**config.mk**
```make
export PLATFORM = sky130hd
export DESIGN_NAME = crossy_lane_engine
export DESIGN_NICKNAME = d
export VERILOG_FILES = /design/src/rtl/crossy_lane_engine.sv
export SDC_FILE = /design/constraint.sdc
export NUM_CORES = 1
export LEC_CHECK = 0
export BUFFER_PORTS_ARGS = -buffer_cell sky130_fd_sc_hd__buf_2
export CORE_ASPECT_RATIO = 1.2
export CORE_MARGIN = 2
export CORE_UTILIZATION = 45
export DETAILED_ROUTE_END_ITERATION = 16
export HOLD_SLACK_MARGIN = 0.08
export RECOVER_POWER = 25
export SYNTH_ARGS = -nofsm -noshare
export SYNTH_HDL_FRONTEND = slang
export SYNTH_SLANG_ARGS = --single-unit
export TNS_END_PERCENT = 30
```
**constraint.sdc**
```tcl
create_clock -name i_clk -period 4.86 [get_ports i_clk]
set_input_delay 1.458 -clock i_clk [delete_from_list [all_inputs] [get_ports i_clk]]
set_output_delay 1.458 -clock i_clk [all_outputs]
set_load 0.1 [all_outputs]
```
**src/rtl/crossy_lane_engine.sv**
```systemverilog
// Crossy Road game core: obstacle lanes, vertical scroll, score, lives and the
// idle/play/hit/over state machine, with a registered per-pixel colour output.
module crossy_lane_engine #(
   parameter int unsigned N_LANES      = 4,
   parameter int unsigned OB_W         = 50,
   parameter int unsigned OB_H         = 30,
   parameter int unsigned CHK_X        = 310,
   parameter int unsigned CHK_Y        = 400,
   parameter int unsigned CHK_W        = 30,
   parameter int unsigned CHK_H        = 40,
   parameter int unsigned LANE_PITCH   = 120,
   parameter int unsigned OB_X_SPACING = 250,
   parameter int unsigned SCROLL_STEP  = 10,
   parameter int unsigned LIVES        = 3,
   parameter int unsigned FLASH_FRAMES = 60
) (
   input  logic       i_clk,
   input  logic       i_rst_n,
   input  logic [9:0] i_hpos,
   input  logic [9:0] i_vpos,
   input  logic       i_display_on,
   input  logic       i_frame_tick,
   input  logic       i_move_btn,
   input  logic       i_start_btn,
   output logic [2:0] o_rgb,
   output logic [7:0] o_score,
   output logic [1:0] o_lives,
   output logic [1:0] o_state,
   output logic       o_collision
);

   localparam int unsigned SCREEN_W = 640;
   localparam int unsigned SCREEN_H = 480;
   // Flash counter is at least 4 bits wide so bit 3 always exists for the blink.
   localparam int unsigned FLASH_W  = ($clog2(FLASH_FRAMES) > 4) ? $clog2(FLASH_FRAMES) : 4;

   localparam logic [10:0] CHK_X0 = 11'(CHK_X);
   localparam logic [10:0] CHK_X1 = 11'(CHK_X + CHK_W);
   localparam logic [10:0] CHK_Y0 = 11'(CHK_Y);
   localparam logic [10:0] CHK_Y1 = 11'(CHK_Y + CHK_H);

   typedef enum logic [1:0] {
      ST_IDLE = 2'b00,
      ST_PLAY = 2'b01,
      ST_HIT  = 2'b10,
      ST_OVER = 2'b11
   } state_t;

   function automatic logic [9:0] lane_x0(input int unsigned idx);
      return 10'((idx * OB_X_SPACING) % SCREEN_W);
   endfunction

   function automatic logic [8:0] lane_y0(input int unsigned idx);
      return 9'((idx * LANE_PITCH) % SCREEN_H);
   endfunction

   // One frame of horizontal motion: even lanes move right, odd lanes left, both wrap.
   function automatic logic [9:0] lane_step(input int unsigned idx, input logic [9:0] x);
      logic [10:0] spd;
      logic [10:0] fwd;
      spd = 11'((idx % 3) + 1);
      fwd = 11'(x) + spd;
      if ((idx % 2) == 0) begin
         return (fwd >= 11'(SCREEN_W)) ? 10'(fwd - 11'(SCREEN_W)) : 10'(fwd);
      end
      return (11'(x) < spd) ? 10'(11'(x) + 11'(SCREEN_W) - spd) : 10'(11'(x) - spd);
   endfunction

   function automatic logic [8:0] scroll_add(input logic [8:0] s);
      logic [10:0] sum;
      sum = 11'(s) + 11'(SCROLL_STEP);
      return (sum >= 11'(SCREEN_H)) ? 9'(sum - 11'(SCREEN_H)) : 9'(sum);
   endfunction

   state_t             state_q, state_d;
   logic [7:0]         score_q, score_d;
   logic [1:0]         lives_q, lives_d;
   logic [8:0]         scroll_q, scroll_d;
   logic [9:0]         lane_x_q [N_LANES];
   logic [9:0]         lane_x_d [N_LANES];
   logic [FLASH_W-1:0] flash_q, flash_d;
   logic               hit_q, hit_d;
   logic               coll_q, coll_d;
   logic [2:0]         rgb_q, rgb_d;
   logic [2:0]         move_sync_q, start_sync_q;

   logic               move_edge, start_edge;
   logic [10:0]        hpos_w, vpos_w;
   logic [10:0]        y_sum  [N_LANES];
   logic [10:0]        lane_y [N_LANES];
   logic [N_LANES-1:0] ob_hit;
   logic               any_ob, chk, chk_vis;

   assign move_edge  = move_sync_q[1]  & ~move_sync_q[2];
   assign start_edge = start_sync_q[1] & ~start_sync_q[2];
   assign hpos_w     = {1'b0, i_hpos};
   assign vpos_w     = {1'b0, i_vpos};

   // Per-pixel obstacle coverage; rectangles clip at the screen edge.
   always_comb begin
      for (int unsigned i = 0; i < N_LANES; i++) begin
         y_sum[i]  = 11'(lane_y0(i)) + 11'(scroll_q);
         lane_y[i] = (y_sum[i] >= 11'(SCREEN_H)) ? y_sum[i] - 11'(SCREEN_H) : y_sum[i];
         ob_hit[i] = (hpos_w >= {1'b0, lane_x_q[i]}) &&
                     (hpos_w <  {1'b0, lane_x_q[i]} + 11'(OB_W)) &&
                     (vpos_w >= lane_y[i]) &&
                     (vpos_w <  lane_y[i] + 11'(OB_H));
      end
   end

   assign any_ob  = |ob_hit;
   assign chk     = (hpos_w >= CHK_X0) && (hpos_w < CHK_X1) &&
                    (vpos_w >= CHK_Y0) && (vpos_w < CHK_Y1);
   assign chk_vis = !((state_q == ST_HIT) && flash_q[3]);

   // Pixel colour priority.
   always_comb begin
      rgb_d = 3'b000;
      if (!i_display_on)          rgb_d = 3'b000;
      else if (chk && any_ob)     rgb_d = 3'b011;
      else if (any_ob)            rgb_d = 3'b100;
      else if (chk && chk_vis)    rgb_d = 3'b010;
      else if (state_q == ST_OVER) rgb_d = 3'b000;
      else                        rgb_d = 3'b001;
   end

   // Game state machine and all game-state next values.
   always_comb begin
      state_d  = state_q;
      score_d  = score_q;
      lives_d  = lives_q;
      scroll_d = scroll_q;
      flash_d  = flash_q;
      hit_d    = hit_q;
      coll_d   = 1'b0;
      for (int unsigned i = 0; i < N_LANES; i++) lane_x_d[i] = lane_x_q[i];

      // The latch is sampled by the FSM below before this frame_tick clears it.
      if (i_frame_tick)
         hit_d = 1'b0;
      else if ((state_q == ST_PLAY) && i_display_on && chk && any_ob)
         hit_d = 1'b1;

      case (state_q)
         ST_IDLE: begin
            if (start_edge) begin
               state_d  = ST_PLAY;
               score_d  = 8'd0;
               lives_d  = 2'(LIVES);
               scroll_d = 9'd0;
               for (int unsigned i = 0; i < N_LANES; i++) lane_x_d[i] = lane_x0(i);
            end
         end
         ST_PLAY: begin
            if (move_edge) begin
               scroll_d = scroll_add(scroll_q);
               if (score_q != 8'hFF) score_d = score_q + 8'd1;
            end
            if (i_frame_tick) begin
               for (int unsigned i = 0; i < N_LANES; i++) lane_x_d[i] = lane_step(i, lane_x_q[i]);
               if (hit_q) begin
                  state_d = ST_HIT;
                  lives_d = lives_q - 2'd1;
                  coll_d  = 1'b1;
                  flash_d = '0;
               end
            end
         end
         ST_HIT: begin
            if (i_frame_tick) begin
               if (flash_q == FLASH_W'(FLASH_FRAMES - 1)) begin
                  if (lives_q == 2'd0) begin
                     state_d = ST_OVER;
                  end else begin
                     state_d  = ST_PLAY;
                     scroll_d = 9'd0;
                     for (int unsigned i = 0; i < N_LANES; i++) lane_x_d[i] = lane_x0(i);
                  end
               end else begin
                  flash_d = flash_q + FLASH_W'(1);
               end
            end
         end
         ST_OVER: begin
            if (start_edge) state_d = ST_IDLE;
         end
         default: state_d = ST_IDLE;
      endcase
   end

   always_ff @(posedge i_clk) begin
      if (!i_rst_n) begin
         state_q      <= ST_IDLE;
         score_q      <= 8'd0;
         lives_q      <= 2'(LIVES);
         scroll_q     <= 9'd0;
         flash_q      <= '0;
         hit_q        <= 1'b0;
         coll_q       <= 1'b0;
         rgb_q        <= 3'b000;
         move_sync_q  <= 3'b000;
         start_sync_q <= 3'b000;
         for (int unsigned i = 0; i < N_LANES; i++) lane_x_q[i] <= lane_x0(i);
      end else begin
         state_q      <= state_d;
         score_q      <= score_d;
         lives_q      <= lives_d;
         scroll_q     <= scroll_d;
         flash_q      <= flash_d;
         hit_q        <= hit_d;
         coll_q       <= coll_d;
         rgb_q        <= rgb_d;
         move_sync_q  <= {move_sync_q[1:0], i_move_btn};
         start_sync_q <= {start_sync_q[1:0], i_start_btn};
         for (int unsigned i = 0; i < N_LANES; i++) lane_x_q[i] <= lane_x_d[i];
      end
   end

   assign o_rgb       = rgb_q;
   assign o_score     = score_q;
   assign o_lives     = lives_q;
   assign o_state     = state_q;
   assign o_collision = coll_q;

endmodule

```
# == After elaboration in Yosys (flattened, before gate mapping) ==
# Memory sizes are Yosys's and may differ from the RTL's.
# Index checks and enable logic that the tools add are counted.
# op_classes
add_sub_neg,36
n_lt_le_gt_ge,31
n_eq_ne,15
muxes,59
bitwise_logic,10
n_reduce_logical,37
# op_table
cell,count
$mux 40,5
$mux 10,12
$pmux 40 s3,1
$lt 10x11->1,8
$ge 10x9->1 const B,6
$mux 9,6
$add 10x6->11 const B,4
$add 11x5->11 const B,4
$ge 10x11->1,4
$mux 11,4
$add 10x10->10 const B,4
$ge 10x10->1,4
$sub 10x1->10 const B,4
$sub 10x2->10 const B,4
$sub 10x9->11 const B,3
$pmux 9 s3,1
$mux 2,12
$mux 6,4
$mux 8,3
$ge 11x10->1 const B,2
$logic_and 1x1->1,21
$lt 10x1->1 const B,2
$lt 10x2->1 const B,2
$lt 10x9->1 const B,2
other kinds (40),66
# totals
ff_bits,38
mem_bits_rw,40
in_bits,26
n_memories,1
# mem_list
name,depth,width,rd,rd_clocked_by_memory_dff,write_ports,line_no,text
lane_x_q,4,10,4,0,4,79,logic [9:0] lane_x_q [N_LANES];

# == Depth between registers and ports, before layout ==
# Gate-level depths: netlist (run 1).
# depth
word_depth,9
depth_mapped,21
mapped_depth_nobuf,19

# == Worst setup path after synthesis (run 1) ==
# No wires, ideal clock.
# synth_timing
kind,flip-flop to flip-flop
start,register scroll_q[3]
end,register rgb_q[0] (netlist: o_rgb[0])
setup_time_ns,0.072
t_arrival_ns,4.408
setup_slack_ns,0.381
path_stages_with_launch,20
path_buffers,2
cell_sequence,dfxtp_1 clkbuf_1 clkbuf_1 inv_1 ha_1 xnor2_1 inv_1 ha_1 and3_1 a32oi_1 xnor2_1 nand2b_1 xnor2_1 ha_1 o21ai_0 o21ai_0 o2111ai_1 and4bb_2 nor4_2 mux2i_1
# synth_between
elab_chain_len,9
elab_cells_between_ends,39
classes_between,add/sub: 11; order compare: 12; mux: 6; reduce/logical: 10
# synth_lines
item,line_no,text
start: declaration,78,"logic [8:0] scroll_q, scroll_d;"
start signal: assignment,208,scroll_q <= scroll_d;
"$add 7x9->10, or another cell as far along",102,y_sum[i] = 11'(lane_y0(i)) + 11'(scroll_q);
$sub 10x9->11 / $ge 10x9->1 (equally long branches),103,lane_y[i] = (y_sum[i] >= 11'(SCREEN_H)) ? y_sum[i] - 11'(SCREEN_H) : y_sum[i];
$mux 11,103,
$add 11x5->11 / $ge 10x11->1 (equally long branches),"107, 106",
$lt 10x11->1 / $logic_and 1x1->1 (equally long branches),"107, 105",
$logic_and 1x1->1,106,(vpos_w >= lane_y[i]) &&
$reduce_or 4->1 *,111,assign any_ob = |ob_hit;
$mux 3 / $logic_and 1x1->1 (equally long branches),"121, 120",
$mux 2 *,120,else if (chk && any_ob) rgb_d = 3'b011;
end signal: assignment,212,rgb_q <= rgb_d;
end: declaration,84,"logic [2:0] rgb_q, rgb_d;"
# Mark *: on every way between the ends. The rest lies on a longest branch, timed or not.
# A chain may end at the register's enable or synchronous reset.

# == Final worst setup path (run 1) ==
# layout_timing
start,register scroll_q[4]
end,register hit_q
# layout_between
elab_chain_len,8
elab_cells_between_ends,37
classes_between,add/sub: 11; order compare: 12; mux: 4; reduce/logical: 10
# layout_lines
item,line_no,text
"$add 7x9->10, or another cell as far along",102,
$sub 10x9->11 / $ge 10x9->1 (equally long branches),103,
$mux 11,103,
$add 11x5->11 / $ge 10x11->1 (equally long branches),"107, 106",
$lt 10x11->1 / $logic_and 1x1->1 (equally long branches),"107, 105",
$logic_and 1x1->1,106,
$reduce_or 4->1 *,111,
$logic_and 1x1->1 *,141,else if ((state_q == ST_PLAY) && i_display_on && chk && any_ob)
end signal: assignment,210,hit_q <= hit_d;
end: declaration,82,"logic hit_q, hit_d;"
# Marked as above.

==> impl_metrics.ini, run 1 <==
[place]
gp_congestion = 0.8838
dp_hpwl_um = 18740
dpl-instance-area_mm2 = 0.009290
io_buffers = 41

[setup_path]
r2r-end = hit_q
arrival_ps = 4750
startpoint_type = flip-flop
cp_max_fo = 7
rr_startpoint = scroll_q[4]
critical_path_required_ps = 5110
r2r_setup_slack_ps = 360
critical_path_class = flip-flop to flip-flop
setup.worst_path.end_class = flip-flop
rr_worst_depth = 19

[routing]
first_pass_iters = 5
wirelength_um = 24410
drtIter0Drc = 413
drc_errors = 0
vias = 8156
via_per_inst = 5.728
final_antenna_net_count = 0
wl_per_cell_um = 17.14

[clocking]
path_clk_slew_ps = 70
cts-root-buf = clkbuf_16
cts_tree = built
clk_latency_ps = 340
hold_buffers = 0
clock_path_buffers = 2
cts_htree_levels = 3
cts_buffers = 9
clock-sinks = 76
cts_setup_buffers = 0

[cells_and_area]
fillCellCount = 2041
nets = 1353
stdcell_area_mm2 = 0.009577
syn_to_final_growth_pct = 8.892
drive_above_1_share_pct = 7.567
n_antenna_cell = 0

[power_and_ir_drop]
peakVddDrop_uv = 154.0
combPwrFrac_pct = 26.5
powerDensity_mw_per_mm2 = 186.8
p_int_uw = 1165
power.leakage_uw = 0.004141
netSwitchingFraction_pct = 34.91
pwr-share-seq_pct = 36.2
power.share.clock_pct = 37.3
power_switching_uw = 624.6

[logic_synthesis]
synth.top_cell.area_share_pct = 24.04
synth_area_leaders = ha_1 24%, dfxtp_1 17%, xnor2_1 7.8%
synth_ff_type = dfxtp_1
syn_area_per_cell_um2 = 7.790
syn-num-nets = 1324
postSynthRegisterBits = 76
ys_top_cells_by_count = 169 x ha_1, 86 x nand2_1, 81 x o21ai_0
ys_seq_area_share_pct = 17.30
synth_top_area_cell = ha_1
ys_types = 75
yosysWarnings = 0
synth_most_common_cell = ha_1
synth_area_mm2 = 0.008795
synth_edf_count = 0
syn_inst = 1129
ys_async_sr_fraction_pct = 0

[worst_hold_path]
hp-start = move_sync_q[0]
hold_depth = 1
min_to = move_sync_q[1]
hp-class = flip-flop to flip-flop

[die]
die_w_um = 131.6
core_mm2 = 0.01934
rows = 56
die_y_um = 157.1
start_util_pct = 45.48
ios = 42
dieArea_mm2 = 0.02068

[timing]
clock.fmax_mhz = 222.4
period_needed_ps = 4496
fin_tns_setup_ps = 0
final-hold-violation-count = 0
finalSetupViolations = 0
max_slew_margin_pct = 21.41
rsz0062_at_grt = no
layout_worst_path_cycle_share_pct = 92.50
worstMarginPinSlew_ps = 1184
finClkSkew_ps = 11.28
slew_violations = 0

[grt]
grt_overflow_total = 0
antenna_found_initial = 0
grt_pass1_wl_um = 39440
grt_max_degree = 24
grt_pass1_vias = 7593
track_usage_pct = 23.65

[status]
status = finished clean

[flow_run]
cap_violations = 0
state kept, by name, indices dropped and copies added, names as in the netlist:
| register | flops |
|---|---|
| flash_q | 6 |
| hit_q | 1 |
| lane_x_q | 39 |
| move_sync_q | 3 |
| o_collision | 1 |
| o_lives | 2 |
| o_rgb | 3 |
| o_score | 8 |
| o_state | 2 |
| scroll_q | 8 |
| start_sync_q | 3 |
per-stage QoR:
| step | hold slack, ps | setup WS [ps] | std cells | utilization (%) | total power, µW |
|---|---|---|---|---|---|
| floorplan | 411.9 | 380.6 | 1129 | - | 984.6 |
| global placement | 417.4 | 321.3 | 1408 | 48.04 | 1128 |
| detailed placement | 426.7 | 275.7 | 1408 | 48.04 | 1132 |
| CTS | 443.3 | 258.2 | 1424 | 49.50 | 1804 |
| global route | 455.0 | 50.13 | 1424 | 49.52 | 1895 |
| finish | 437.6 | 364.3 | 1424 | 49.52 | 1789 |
how the worst max path moves through the flow:
| stage | start | end | cells past startpoint |
|---|---|---|---|
| 6_report | scroll_q[4] | hit_q | 19 |
| 5_1_grt | scroll_q[3] | hit_q | 17 |
| 4_1_cts | scroll_q[4] | o_rgb[0] | 17 |
| 3_5_place_dp | scroll_q[4] | o_rgb[0] | 17 |
| 3_3_place_gp | scroll_q[4] | o_rgb[0] | 17 |
| 2_1_floorplan | scroll_q[3] | o_rgb[0] | 19 |
critical path, stage by stage, from the launching register on:
cell	delay (ps)
dfxtp_1	460
inv_1	200
ha_1	310
xnor2_1	360
inv_1	120
ha_1	290
a21oi_1	260
o211ai_4	120
a21oi_1	190
nor2_1	80
a31oi_1	170
o211ai_1	170
nor3_1	280
xor2_1	200
ha_1	250
nor2_1	80
a21oi_1	60
a2111oi_2	430
nor4_4	100
o41ai_2	270
cell type report:
class                   count  area (µm²)  share of cell area (%)
inverters                  74       277.8                   2.900
well taps                 261       326.6                   3.410
clock inverters             7       56.30                  0.5879
flip-flops and latches     76        1521                   15.89
multi-input cells         939        6847                   71.49
clock buffers               9       225.2                   2.352
repair buffers             58       322.8                   3.371
placed cells by master (no fill, tap or decap), drive strengths merged, types with 21 or more instances in the layout:
master and instances:
ha 169, nand2 86, o21ai 83, a21oi 78, xnor2 78, dfxtp 76, inv 76, nor2 68
buf 52, nand3 51, nor3 34, and2 21
kinds of logic (layout without fill, tap and decap cells):
group	count (synthesis)	after routing	share of synthesized area, %
AOI/OAI and AO/OA	291	291	21.33
and+or+nand+nor	372	372	21.51
muxes	13	13	1.494
other	1	1	0.04264
DFF	76	76	17.30
xor gates and xnor gates	93	93	9.262
adders and majority gates	169	169	24.04
buffers and inverters	114	148	5.022
what timing repair did:
item	4_1_cts	5_1_grt
endpoints found under the setup margin	0	4
endpoints found under the hold margin	0	0
resized for setup	0	2
power by group through the flow:
stage               sequential, µW  combinational (µW)  clock [µW]
CTS                            647                 473         683
finish                         647                 474         668
detailed placement             662                 470           0
global route                   650                 536         709
floorplan                      675                 310           0
global placement               662                 466           0
layer usage:
layer | global-route usage, % | vias up | wire length [µm] | share of wire, %
met1 | 29.49 | 3779 | 11230 | 46
met5 | 0 | - | 0 | 0
met3 | 2.609 | 51 | 831 | 3.4
met2 | 41.83 | 174 | 11460 | 47
li1 | - | 4152 | - | -
met4 | 9.369 | 0 | 888 | 3.6
(Power assumes the default switching activity.)
==> inputs of run 2 (changes only) <==
Settings changed: CORE_ASPECT_RATIO 1.2 to 0.5.
==> impl_metrics.ini, run 2 (synthesis gave the netlist of run 1 again) <==
[timing]
timing.final.ws_setup_ps = 384.2
final-hold-violation-count = 0
hold-worst-slack_ps = 437.8
finalSetupViolations = 0
period_needed_ps = 4476
fin_tns_setup_ps = 0
clock.fmax_mhz = 223.4
rsz0062_at_grt = no
layout_worst_path_cycle_share_pct = 92.10
slew_violations = 0
max_slew_margin_pct = 22.29
finClkSkew_ps = 8.337
worstMarginPinSlew_ps = 1171

[grt]
grt_max_degree = 26
grt_pass1_wl_um = 40290
grt_pass1_vias = 7785
track_usage_pct = 24.23
antenna_found_initial = 1
grt_overflow_total = 0

[routing]
drc_errors = 0
wl_met1_um = 12640
first_pass_iters = 5
drtIter0Drc = 512
wirelength_um = 24590
met3WireLength_um = 859
highest_layer = met4
vias = 8168
via_per_inst = 5.692
wl_per_cell_um = 17.13
wl_met2_um = 10730
final_antenna_net_count = 0

[worst_hold_path]
hp-class = flip-flop to flip-flop

[cells_and_area]
fin_util_pct = 50.00
syn_to_final_growth_pct = 9.859
largest_reg_flops = 39
final_cell_mix = 167 x ha_1, 86 x nand2_1, 81 x o21ai_0
seq_area_mm2 = 0.001521
fillCellCount = 1899
largest_register = lane_x_q
nets = 1359
multiInputGateArea_mm2 = 0.006859
drive_above_1_share_pct = 8.219
final_common_cell = ha_1

[setup_path]
r2r_setup_slack_ps = 380
startpoint_type = flip-flop
r2r-end = hit_q
rr_startpoint = scroll_q[4]
arrival_ps = 4710
cp_max_fo = 7
rr_worst_depth = 16
critical_path_required_ps = 5100
cp-startpoint = scroll_q[4]
critical_path_class = flip-flop to flip-flop
setup.worst_path.end_class = flip-flop
setup.worst_path.end = hit_q

[clocking]
cts-root-buf = clkbuf_16
clk_latency_ps = 340
cts_htree_levels = 3
hold_buffers = 0
cts_tree = built
cts_buffers = 9
clock_path_buffers = 2
clock-sinks = 76
path_clk_slew_ps = 60

[power_and_ir_drop]
total_power_uw = 1828
power.leakage_uw = 0.004182
powerDensity_mw_per_mm2 = 189.2
peakVddDrop_uv = 160.7

[flow_run]
cap_violations = 0

[place]
dp_hpwl_um = 18950
gp_congestion = 0.8843
io_buffers = 41
dp_slack_ps = 331.0

[die]
ios = 42
die_w_um = 201.7
core_mm2 = 0.01932
dieArea_mm2 = 0.02075
rows = 36
die_y_um = 102.9
start_util_pct = 45.51

[status]
status = finished clean
==> run 2: final cells by class <==
| type | count | area share (%) |
|---|---|---|
| clock buffers | 10 | 2.473 |
| diodes | 1 | 0.02590 |
| well taps | 266 | 3.445 |
| multi-input cells | 939 | 70.99 |
| flip-flops and latches | 76 | 15.75 |
| inverters | 74 | 2.914 |
| clock inverters | 5 | 0.6216 |
| repair buffers | 64 | 3.781 |
==> run 2: power breakdown <==
group	switching [µW]	total (µW)	internal [µW]	leakage, µW
clock network	283	694	411	0.000145
logic	306	488	181	0.00342
registers	13.3	647	634	0.000615
total	602	1830	1230	0.00418
==> run 2: worst max-delay path: stages (launching register included) <==
cell and delay, ps:
dfxtp_1 440, inv_1 190, ha_1 320, nor2b_1 180, xnor2_1 180, ha_1 310, and3_1 250, a32oi_2 320
mux2i_1 350, nand4_1 150, ha_1 320, a221oi_1 410, o2111ai_1 150, and4bb_2 310, nor4_2 50, buf_4 170
o41ai_2 280
==> run 2: how the worst min path moves through the flow <==
stage                     from              end  slack (ps)  cells after the start
6_report        move_sync_q[0]   move_sync_q[1]         440                      1
5_1_grt         move_sync_q[0]   move_sync_q[1]         450                      1
4_1_cts        start_sync_q[0]  start_sync_q[1]         440                      1
3_5_place_dp   start_sync_q[0]  start_sync_q[1]         420                      1
3_3_place_gp    move_sync_q[0]   move_sync_q[1]         410                      1
2_1_floorplan   move_sync_q[0]   move_sync_q[1]         410                      1
==> run 2: what timing repair did <==
item / CTS / global route
gates resized for setup: 0 / 6
setup buffers: 0 / 3
endpoints found under the setup margin: 0 / 2
==> run 2: through the flow <==
| stage | area [µm²] | std cells |
|---|---|---|
| after floorplan | 8795 | 1129 |
| after global placement | 9319 | 1416 |
| after detailed placement | 9319 | 1416 |
| after CTS | 9618 | 1431 |
| after global routing | 9659 | 1434 |
| final | 9662 | 1435 |
==> run 2: per-layer routing <==
layer	vias to the layer above	global-route usage, %
met5	-	0
met4	0	6.335
met3	27	2.939
met2	130	40.27
met1	3827	33.64
li1	4184	-
==> inputs of run 3 (changes only) <==
Settings changed: BUFFER_PORTS_ARGS -buffer_cell sky130_fd_sc_hd__buf_2 to unset, CORE_ASPECT_RATIO 0.5 to 1.2, DONT_BUFFER_PORTS set to 1.
Clock period 4.86 ns to 3.9 ns, I/O delays scaled along.
==> impl_metrics.ini, run 3 (synthesis gave the netlist of run 1 again) <==
[status]
status = finished, violations left
violations = negative setup slack

[routing]
drtIter0Drc = 437
wl_per_cell_um = 17.32
via_per_inst = 5.736
final_antenna_net_count = 0
wirelength_um = 24620
first_pass_iters = 5
vias = 8156
drc_errors = 0

[power_and_ir_drop]
power.share.clock_pct = 40.6
pwr-share-seq_pct = 35.6
peakVddDrop_uv = 169.7
power.leakage_uw = 0.004213
power_switching_uw = 704.2
netSwitchingFraction_pct = 30.50
combPwrFrac_pct = 23.8
powerDensity_mw_per_mm2 = 236.1
p_int_uw = 1605

[cells_and_area]
drive_above_1_share_pct = 8.613
syn_to_final_growth_pct = 11.18
nets = 1351
fillCellCount = 1937
final_cell_mix = 167 x ha_1, 86 x nand2_1, 79 x o21ai_0
n_antenna_cell = 0
largest_reg_flops = 39
largest_register = lane_x_q
final_common_cell = ha_1

[timing]
period_needed_ps = 3922
timing.final.ws_setup_ps = -21.79
clock.fmax_mhz = 255.0
max_slew_margin_pct = 7.820
final-hold-violation-count = 0
finClkSkew_ps = 10.68
slew_violations = 0
rsz0062_at_grt = yes
worstMarginPinSlew_ps = 1383
fin_tns_setup_ps = -21.79
finalSetupViolations = 1
layout_worst_path_cycle_share_pct = 100.6

[die]
rows = 56
die_w_um = 131.6
core_mm2 = 0.01934
dieArea_mm2 = 0.02068
start_util_pct = 45.48
die_y_um = 157.1
ios = 42

[clocking]
clock_path_buffers = 2
cts_tree = built
path_clk_slew_ps = 70
cts_setup_buffers = 0
cts-root-buf = clkbuf_16
clk_latency_ps = 350
hold_buffers = 0
clock-sinks = 76
cts_htree_levels = 3
cts_buffers = 9

[worst_hold_path]
hp-class = flip-flop to flip-flop

[setup_path]
critical_path_required_ps = 4170
r2r_setup_slack_ps = -20
cp_max_fo = 14
critical_path_class = flip-flop to flip-flop
setup.worst_path.end_class = flip-flop
arrival_ps = 4200
startpoint_type = flip-flop

[place]
io_buffers = 0
dp_slack_ps = -30.05
gp_congestion = 0.9008
dp_hpwl_um = 18910

[grt]
grt_pass1_vias = 7790
grt_max_degree = 40
grt_overflow_total = 0
antenna_found_initial = 0
track_usage_pct = 24.33
grt_pass1_wl_um = 40480

[flow_run]
cap_violations = 0
==> run 3: cell count changes in the layout (fill, tap and decap cells not counted), moves of 2 or more <==
cell / previous run / this run
buf_2: 34 / 0
buf_4: 22 / 52
clkbuf_1: 8 / 5
dfxtp_1: 76 / 73
dfxtp_2: 0 / 3
nor4_4: 0 / 2
o21ai_0: 81 / 79
==> run 3: worst paths after layout <==
kind                                     start             end  cells after the start
worst min-delay path            move_sync_q[0]  move_sync_q[1]                      1
worst min register to register  move_sync_q[0]  move_sync_q[1]                      1
worst max-delay path               scroll_q[5]        o_rgb[0]                     15
worst max register to register     scroll_q[5]        o_rgb[0]                     15
==> run 3: power by group through the flow <==
stage	clock network (µW)	registers (µW)	logic, µW
after floorplan	0	841	396
after global placement	0	839	536
after detailed placement	0	840	544
after CTS	953	822	548
after global routing	984	824	628
final	937	822	550
==> run 3: final cells by class <==
type / instances / area (µm²) / area share [%]
clock buffer: 11 / 242.7 / 2.482
clock inverter: 5 / 85.08 / 0.8701
inverter: 74 / 277.8 / 2.841
multi-input combinational: 939 / 6915 / 70.72
sequential: 76 / 1525 / 15.60
tap: 261 / 326.6 / 3.340
timing repair buffer: 56 / 405.4 / 4.146
==> run 3: metrics by stage <==
| stage | instances | power (µW) | hold slack (ps) | utilization, % | area [µm²] |
|---|---|---|---|---|---|
| after floorplan | 1129 | 1237 | 411.9 | - | 8886 |
| after global placement | 1406 | 1375 | 414.4 | 48.86 | 9449 |
| after detailed placement | 1406 | 1383 | 427.8 | 48.86 | 9449 |
| after CTS | 1422 | 2323 | 438.9 | 50.58 | 9781 |
| after global routing | 1422 | 2436 | 452.5 | 50.56 | 9778 |
| final | 1422 | 2309 | 430.2 | 50.56 | 9778 |
==> run 3: worst max-delay path, cell delays in order (launching register included) <==
cell       delay, ps
dfxtp_2          330
buf_4            220
ha_1             190
or4b_4           470
a211oi_2         310
o32ai_4          160
xnor2_1          280
nand2_1          110
xnor2_1          150
ha_1             310
o21ai_0           90
a31o_2           250
a21oi_1          170
a2111oi_2        120
nor4_4           470
mux2i_1          220
==> run 3: what timing repair did <==
action,CTS,global route
pin swaps,1,1
gates cloned,0,0
hold endpoints to repair,0,0
resized for setup,2,5
endpoints found under the setup margin,4,4
==> run 3: metal layers <==
metal  global-route usage, %  vias to the layer above  wire [µm]
li1                        -                     4152          -
met1                   31.79                     3823      11820
met2                   41.46                      148      11370
met3                   3.253                       33        881
met4                   8.126                        0        555
met5                       0                        -          0
